==> src/rtl/seg_pkg.sv <==
// Shared constants for the seven-segment scanner: segment bit positions and
// the active-high hex glyph table (bit7=a .. bit1=g, bit0=dp).
package seg_pkg;

  localparam int SEG_A  = 7;
  localparam int SEG_B  = 6;
  localparam int SEG_C  = 5;
  localparam int SEG_D  = 4;
  localparam int SEG_E  = 3;
  localparam int SEG_F  = 2;
  localparam int SEG_G  = 1;
  localparam int SEG_DP = 0;

  // Entry n sits at HEX_SEGS[n]; listed from F down to 0.
  localparam logic [15:0][7:0] HEX_SEGS = {
    8'h8E, 8'h9E, 8'h7A, 8'h9C, 8'h3E, 8'hEE, 8'hF6, 8'hFE,
    8'hE0, 8'hBE, 8'hB6, 8'h66, 8'hF2, 8'hDA, 8'h60, 8'hFC
  };

endpackage

==> src/rtl/seg_hex_decode.sv <==
// Combinational nibble-to-glyph decoder; output is active-high with the
// decimal point spliced into its bit position.
module seg_hex_decode
  import seg_pkg::*;
(
  input  logic [3:0] nibble,
  input  logic       dp,
  output logic [7:0] pattern
);

  always_comb begin
    pattern         = HEX_SEGS[nibble];
    pattern[SEG_DP] = dp;
  end

endmodule

==> src/rtl/seg_scan.sv <==
// Multiplexed seven-segment scanner with double-buffered display data,
// leading-zero suppression, per-digit blanking and blinking.
module seg_scan
  import seg_pkg::*;
#(
  parameter int NUM_DIGITS   = 8,
  parameter int SCAN_DIV     = 1000,
  parameter int BLINK_FRAMES = 64
) (
  input  logic                    clk,
  input  logic                    rst,
  input  logic                    load,
  input  logic [4*NUM_DIGITS-1:0] value,
  input  logic [NUM_DIGITS-1:0]   dp_mask,
  input  logic [NUM_DIGITS-1:0]   blank_mask,
  input  logic [NUM_DIGITS-1:0]   blink_mask,
  input  logic                    lz_en,
  output logic                    pending,
  output logic [7:0]              o_seg,
  output logic [NUM_DIGITS-1:0]   o_dig
);

  localparam int DIG_W = $clog2(NUM_DIGITS);
  localparam int DIV_W = $clog2(SCAN_DIV);
  localparam int FRM_W = $clog2(BLINK_FRAMES + 1);
  localparam int VAL_W = 4 * NUM_DIGITS;
  localparam logic [DIG_W-1:0] LAST_DIG = DIG_W'(NUM_DIGITS - 1);
  localparam logic [DIV_W-1:0] LAST_DIV = DIV_W'(SCAN_DIV - 1);
  localparam logic [FRM_W-1:0] LAST_FRM = FRM_W'(BLINK_FRAMES - 1);

  logic [DIV_W-1:0] div_reg;
  logic [DIG_W-1:0] dig_reg;
  logic [FRM_W-1:0] frame_reg;
  logic             phase_reg;
  logic             div_wrap;
  logic             frame_wrap;

  logic                  pending_reg;
  logic [VAL_W-1:0]      pend_value_reg, disp_value_reg;
  logic [NUM_DIGITS-1:0] pend_dp_reg,    disp_dp_reg;
  logic [NUM_DIGITS-1:0] pend_blank_reg, disp_blank_reg;
  logic [NUM_DIGITS-1:0] pend_blink_reg, disp_blink_reg;
  logic                  pend_lz_reg,    disp_lz_reg;

  assign div_wrap   = (div_reg == LAST_DIV);
  assign frame_wrap = div_wrap && (dig_reg == LAST_DIG);
  assign pending    = pending_reg;

  always_ff @(posedge clk) begin
    if (rst) begin
      div_reg   <= '0;
      dig_reg   <= '0;
      frame_reg <= '0;
      phase_reg <= 1'b1;
    end else begin
      div_reg <= div_wrap ? '0 : div_reg + DIV_W'(1);
      if (div_wrap)
        dig_reg <= (dig_reg == LAST_DIG) ? '0 : dig_reg + DIG_W'(1);
      if (frame_wrap) begin
        if (frame_reg == LAST_FRM) begin
          frame_reg <= '0;
          phase_reg <= ~phase_reg;
        end else begin
          frame_reg <= frame_reg + FRM_W'(1);
        end
      end
    end
  end

  // Display data only changes at the frame boundary, so a frame never mixes
  // old and new digits; a load on that same cycle queues behind the swap.
  always_ff @(posedge clk) begin
    if (rst) begin
      pending_reg    <= 1'b0;
      pend_value_reg <= '0;
      pend_dp_reg    <= '0;
      pend_blank_reg <= '0;
      pend_blink_reg <= '0;
      pend_lz_reg    <= 1'b0;
      disp_value_reg <= '0;
      disp_dp_reg    <= '0;
      disp_blank_reg <= '0;
      disp_blink_reg <= '0;
      disp_lz_reg    <= 1'b0;
    end else begin
      if (frame_wrap && pending_reg) begin
        disp_value_reg <= pend_value_reg;
        disp_dp_reg    <= pend_dp_reg;
        disp_blank_reg <= pend_blank_reg;
        disp_blink_reg <= pend_blink_reg;
        disp_lz_reg    <= pend_lz_reg;
      end
      if (load) begin
        pend_value_reg <= value;
        pend_dp_reg    <= dp_mask;
        pend_blank_reg <= blank_mask;
        pend_blink_reg <= blink_mask;
        pend_lz_reg    <= lz_en;
        pending_reg    <= 1'b1;
      end else if (frame_wrap) begin
        pending_reg <= 1'b0;
      end
    end
  end

  logic [3:0]            nibs [NUM_DIGITS];
  logic [NUM_DIGITS-1:0] nib_zero;
  logic [NUM_DIGITS-1:0] suppress;

  // A digit is suppressed when it and every digit above it are zero.
  for (genvar gi = 0; gi < NUM_DIGITS; gi++) begin : g_digit
    assign nibs[gi]     = disp_value_reg[4*gi +: 4];
    assign nib_zero[gi] = (disp_value_reg[4*gi +: 4] == 4'h0);
    if (gi == 0) begin : g_lsd
      assign suppress[gi] = 1'b0;
    end else begin : g_upper
      assign suppress[gi] = disp_lz_reg && (&nib_zero[NUM_DIGITS-1:gi]);
    end
  end

  logic [3:0] cur_nib;
  logic       cur_dp;
  logic       cur_dark;
  logic [7:0] cur_pattern;

  always_comb begin
    cur_nib  = nibs[dig_reg];
    cur_dp   = disp_dp_reg[dig_reg];
    cur_dark = disp_blank_reg[dig_reg] | suppress[dig_reg]
             | (disp_blink_reg[dig_reg] & ~phase_reg);
  end

  seg_hex_decode u_decode (
    .nibble  (cur_nib),
    .dp      (cur_dp),
    .pattern (cur_pattern)
  );

  always_ff @(posedge clk) begin
    if (rst) begin
      o_seg <= 8'hFF;
      o_dig <= ~NUM_DIGITS'(1);
    end else begin
      o_seg <= cur_dark ? 8'hFF : ~cur_pattern;
      o_dig <= ~(NUM_DIGITS'(1) << dig_reg);
    end
  end

endmodule

==> config.mk <==
export PLATFORM = sky130hd
export DESIGN_NAME = seg_scan
export DESIGN_NICKNAME = d
export VERILOG_FILES = /design/src/rtl/seg_pkg.sv /design/src/rtl/seg_hex_decode.sv /design/src/rtl/seg_scan.sv
export SDC_FILE = /design/constraint.sdc
export NUM_CORES = 1
export LEC_CHECK = 0
export CORE_MARGIN = 10
export CORE_UTILIZATION = 55
export DETAILED_ROUTE_END_ITERATION = 6
export PLACE_DENSITY = 0.79
export SLEW_MARGIN = 20
export SYNTH_ARGS = -nofsm -noshare
export SYNTH_HDL_FRONTEND = slang
export SYNTH_HIERARCHICAL = 1
export SYNTH_SLANG_ARGS = --single-unit
==> constraint.sdc <==
create_clock -name clk -period 2.9 [get_ports clk]
set_input_delay 0.58 -clock clk [delete_from_list [all_inputs] [get_ports clk]]
set_output_delay 0.58 -clock clk [all_outputs]
set_load 0.01 [all_outputs]
==> impl_metrics.ini, run 1 <==
[run_status]
outcome = completed

[power]
power.static_leakage_uw = 0.00295
ir_drop_mv = 0.460
power.density_mw_per_mm2 = 596

[detailed_routing]
drt_iter0_drc = 320
vias_per_cell = 5.34
dr_total_vias = 4730
wl_per_cell_um = 15.3
routed_wl_um = 13600
detail-route-antenna-nets = 0
drc = 0
first_pass_iters = 5

[setup_path]
cp_data_arrival_time_ns = 2.76
critPathLaunchType = flop
crit_path_end_kind = flop
worstPathRequired_ns = 3.18
reg2reg_to = o_seg[1]
r2r.worst_path.cells = 7
r2r-start = dig_reg[0]
path_max_fanout = 14
reg2reg_slack_ns = 0.41
worstSetupPathType = flop to flop

[placement]
gp_congestion = 0.886
dpl.hpwl_um = 9320
numPortBuffers = 76

[timing]
clock.fmax_ghz = 0.402
worstMarginPinSlew_ns = 0.676
min_period_ns = 2.49
clock_skew_ns = 0.0110
fin_setup_tns_ns = 0
setup_viol = 0
whs_ns = 0.447
slew_headroom = 0.546
hold_viol_final = 0
slew_viol_final = 0
fin_crit_sh = 0.857
rsz0062_at_grt = false

[cells_and_area]
finalNetCount = 805
final_layout_size_suffix_gt1_frac = 0.156
n_fill_cell = 868
syn_to_final_growth_pct = 22.3
layout_commonest_cell = dfxtp_1
num_antenna_cells = 0
mostFrequentLayoutCells = 152 x dfxtp_1, 123 x nand2_1, 82 x nor2_1, 74 x clkdlybuf4s50_1, 60 x mux2i_1

[synth]
ys_seq_area_frac = 0.479
synth_area_per_cell_um2 = 9.56
ys_ff_latch = 152
syn_inst = 665
yosysUniqueCellTypes = 44
syn-num-nets = 740
synth.top_cell.area_share = 0.479
synth.largest_area_cell = dfxtp_1
ys.warnings.count = 6
async_flop_share = 0
synth_ff_type = dfxtp_1
netlist_area_mm2 = 0.00636
synth_edf_count = 0
synth_area_leaders = dfxtp_1 48%, mux2i_1 9.4%, nand2_1 7.3%

[grt]
grt_pass1_vias = 4816
groute.usage.overall = 0.169
grt_max_degree = 69
antenna_found_initial = 0
gr-total-overflow = 0
grt_pass1_wl_um = 22800

[cts]
clk_pin_slew_worst_paths_ns = 0.06
cts.sinks = 152
htree_levels = 4
clock_latency_ns = 0.42
cts_buffer_depth = 2
cts_inserted_buffers = 17
ctsResizeCount = 0
cts_root_buf = clkbuf_16
cts_hold_buf = 0
tritoncts = done
post_cts_buffers = 0

[min_path]
hold_path.class = flop to flop
whs_path_depth = 1
whs_endpoint = div_reg[0]
hp-start = div_reg[0]

[floorplan]
dieHeight_um = 128
rows = 39
ios = 77
die-area_mm2 = 0.0163
start_util = 0.559
die_x_um = 128
coreArea_mm2 = 0.0114

[flow_run]
drv_cap = 0
==> logic make-up (layout without fill, tap and decap cells) <==
logic type,Yosys count,after routing,share of synthesized area
buf+inv,53,130,0.0431
fa+ha+maj,15,15,0.0295
mux,78,78,0.153
flops,152,152,0.479
xor+xnor,14,14,0.0193
simple gates,276,276,0.191
compound gates,77,77,0.0848
==> where the power goes <==
part / leakage, µW / switching, µW / internal [µW] / total, µW
logic: 0.00142 / 102 / 138 / 240
registers: 0.00124 / 36.3 / 2150 / 2180
clock network: 0.000296 / 805 / 1410 / 2210
==> final cells by class <==
type	instances	area, µm²	share of cell area
well taps	143	179	0.0230
flip-flops and latches	152	3040	0.391
repair buffers	89	878	0.113
multi-input cells	460	3040	0.391
clock buffers	22	474	0.0610
clock inverters	9	123	0.0158
inverters	10	37.5	0.00483
==> how the worst max path moves through the flow <==
stage | startpoint | to | slack [ns] | depth (start not counted)
final | dig_reg[0] | o_seg[1] | 0.41 | 7
after detailed placement | dig_reg[0] | o_seg[4] | 0.43 | 8
after CTS | dig_reg[0] | o_seg[4] | 0.42 | 8
after global placement | dig_reg[0] | o_seg[2] | 0.51 | 7
after global routing | dig_reg[0] | o_seg[4] | 0.24 | 8
after floorplan | dig_reg[0] | o_seg[4] | 0.36 | 10
==> metrics by stage <==
stage,total power (µW),setup slack [ns],cells,utilization,area [µm²]
2_1_floorplan,2340,0.361,665,-,6360
3_3_place_gp,2460,0.512,854,0.631,7180
6_report,4630,0.415,885,0.684,7780
5_1_grt,4790,0.238,885,0.684,7780
3_5_place_dp,2470,0.433,854,0.631,7180
4_1_cts,4670,0.420,885,0.684,7780
==> cells in the mapped netlist, types with 6 or more instances <==
cell / instances
nand3_1: 15
inv_1: 9
nor2_1: 82
nor4_1: 7
nand2b_1: 6
nand2_1: 123
buf_1: 7
ha_1: 15
mux2i_1: 60
mux4_2: 14
nand2_2: 20
xor2_1: 7
buf_2: 10
dfxtp_1: 152
a21oi_1: 37
a21oi_2: 30
clkbuf_1: 20
xnor2_1: 7
==> layer usage <==
metal  share of wire  track usage  up-vias
li1                -            -     2361
met1            0.44        0.204     2220
met2            0.49        0.279      125
met3           0.049       0.0488       24
met4           0.019       0.0676        0
met5               0            0        -
==> critical path: stages, from the launching register on <==
cell and delay (ns):
dfxtp_1 0.62, buf_4 0.22, mux4_2 0.49, nand2_1 0.08, nand2_1 0.29, mux2_2 0.38, a21oi_1 0.16, nand3_1 0.09
(Power assumes the default switching activity.)
==> run 2: changes to the inputs <==
- ABC_AREA: not set -> 1
- GPL_TIMING_DRIVEN: not set -> 1
- REMOVE_ABC_BUFFERS: not set -> 1
==> impl_metrics.ini, run 2 <==
[detailed_routing]
detail-route-antenna-nets = 0
vias_per_cell = 5.19
wl_per_cell_um = 13.3
first_pass_iters = 7
routed_wl_um = 14500
drt_iter0_drc = 485
dr_total_vias = 5667
drc = 2

[floorplan]
dieHeight_um = 128
coreArea_mm2 = 0.0114
start_util = 0.561
rows = 39
ios = 77
die_x_um = 128
die-area_mm2 = 0.0163

[cts]
ctsResizeCount = 0
htree_levels = 4
cts.sinks = 152
cts_root_buf = clkbuf_16
clk_pin_slew_worst_paths_ns = 0.06
cts_buffer_depth = 2
post_cts_buffers = 0
cts_hold_buf = 0
cts_inserted_buffers = 17
tritoncts = done
clock_latency_ns = 0.42

[timing]
clock.fmax_ghz = 0.399
slew_headroom = 0.526
whs_ns = 0.451
fin_setup_tns_ns = 0
hold_viol_final = 0
clock_skew_ns = 0.0103
slew_viol_final = 0
setup_viol = 0
rsz0062_at_grt = false
fin_crit_sh = 0.864
worstMarginPinSlew_ns = 0.708
min_period_ns = 2.51

[setup_path]
critPathLaunch = dig_reg[0]
worstSetupPathType = flop to flop
reg2reg_to = o_seg[4]
worstPathRequired_ns = 3.18
path_max_fanout = 18
critPathLaunchType = flop
cp_data_arrival_time_ns = 2.79
r2r-start = dig_reg[0]
reg2reg_slack_ns = 0.39
crit_path_end_kind = flop
r2r.worst_path.cells = 12

[power]
power.static_leakage_uw = 0.00341
power.density_mw_per_mm2 = 612
ir_drop_mv = 0.586

[grt]
grt_max_degree = 82
grt_pass1_wl_um = 24600
antenna_found_initial = 0
gr-total-overflow = 0
groute.usage.overall = 0.178
grt_pass1_vias = 5325

[synth]
ys.warnings.count = 6
yosysMostFrequentCell = nor2_1
netlist_area_mm2 = 0.00637
yosys-top-cells-count = 264 x nor2_1, 152 x dfxtp_1, 140 x o21ai_0, 115 x nand2_1, 39 x inv_1
synth_edf_count = 0
synth_area_per_cell_um2 = 7.24
synth_area_leaders = dfxtp_1 48%, nor2_1 16%, o21ai_0 11%
synth.largest_area_cell = dfxtp_1
yosysUniqueCellTypes = 27
syn_inst = 880
async_flop_share = 0
synth.top_cell.area_share = 0.477
ys_seq_area_frac = 0.477
synth_ff_type = dfxtp_1
ys_ff_latch = 152

[run_status]
outcome = finished with violations
violations = design-rule violations

[cells_and_area]
num_antenna_cells = 0
mostFrequentLayoutCells = 264 x nor2_1, 152 x dfxtp_1, 140 x o21ai_0, 115 x nand2_1, 76 x clkdlybuf4s50_1
utilization = 0.684
final_layout_size_suffix_gt1_frac = 0.0759
syn_to_final_growth_pct = 22.0
layout_commonest_cell = nor2_1
finalNetCount = 1011

[min_path]
whs_path_depth = 1
hold_path.class = flop to flop
hp-start = div_reg[0]
whs_endpoint = div_reg[0]

[placement]
numPortBuffers = 76
gp_congestion = 0.911
dpl.hpwl_um = 9420

[flow_run]
drv_cap = 0
run 2: logic make-up (layout without fill, tap and decap cells):
| logic type | after synthesis | after routing | share of synthesized area |
|---|---|---|---|
| DFF | 152 | 152 | 0.477 |
| AOI/OAI and AO/OA | 171 | 171 | 0.136 |
| xor gates and xnor gates | 5 | 5 | 0.00687 |
| and+or+nand+nor | 443 | 443 | 0.282 |
| buffers and inverters | 94 | 163 | 0.0685 |
| adders and majority gates | 15 | 15 | 0.0294 |
run 2: final cells by class:
type                       count  area, µm²
clock buffer                  17        425
clock inverter                15        204
fill                         954       3590
inverter                      42        160
multi-input combinational    634       2900
sequential                   152       3040
tap                          143        179
timing repair buffer          89        871
run 2: per-stage QoR:
step           total power, µW  instance area (µm²)  setup slack [ns]  std cells
6_report                  4760                 7780             0.393       1092
5_1_grt                   4910                 7780             0.120       1092
2_1_floorplan             2320                 6100           -0.0822        828
3_3_place_gp              2460                 7150             0.511       1060
4_1_cts                   4790                 7780             0.417       1092
3_5_place_dp              2460                 7150             0.442       1060
run 2: worst max path at each step:
stage	to	slack, ns	depth (start not counted)
2_1_floorplan	disp_blank_reg[0]	-0.08	7
3_3_place_gp	o_seg[4]	0.51	12
3_5_place_dp	o_seg[4]	0.44	12
4_1_cts	o_seg[4]	0.42	12
5_1_grt	o_seg[4]	0.12	12
6_report	o_seg[4]	0.39	12
run 2: metal layers:
layer / vias to the layer above / GRT usage / wire length, µm
met2: 123 / 0.283 / 6690
met4: 0 / 0.0702 / 266
met5: - / 0 / 0
met3: 20 / 0.0438 / 718
li1: 2928 / - / -
met1: 2596 / 0.229 / 6840
run 2: worst max-delay path, cell delays in order (launching register included):
cell and delay (ns):
dfxtp_1 0.66, buf_4 0.26, nor2_1 0.06, nor2_1 0.08, o21ai_0 0.08, a31oi_1 0.39, inv_1 0.18, ha_1 0.32
nand2_1 0.06, o21ai_0 0.09, nand2_1 0.06, nand2_1 0.06, nand4_1 0.08
run 2: power by group:
group,leakage [µW],internal (µW),switching (µW),total (µW)
Clock,0.000307,1390,951,2350
Combinational,0.00186,122,107,230
Sequential,0.00124,2150,36.0,2190
Total,0.00341,3670,1090,4760
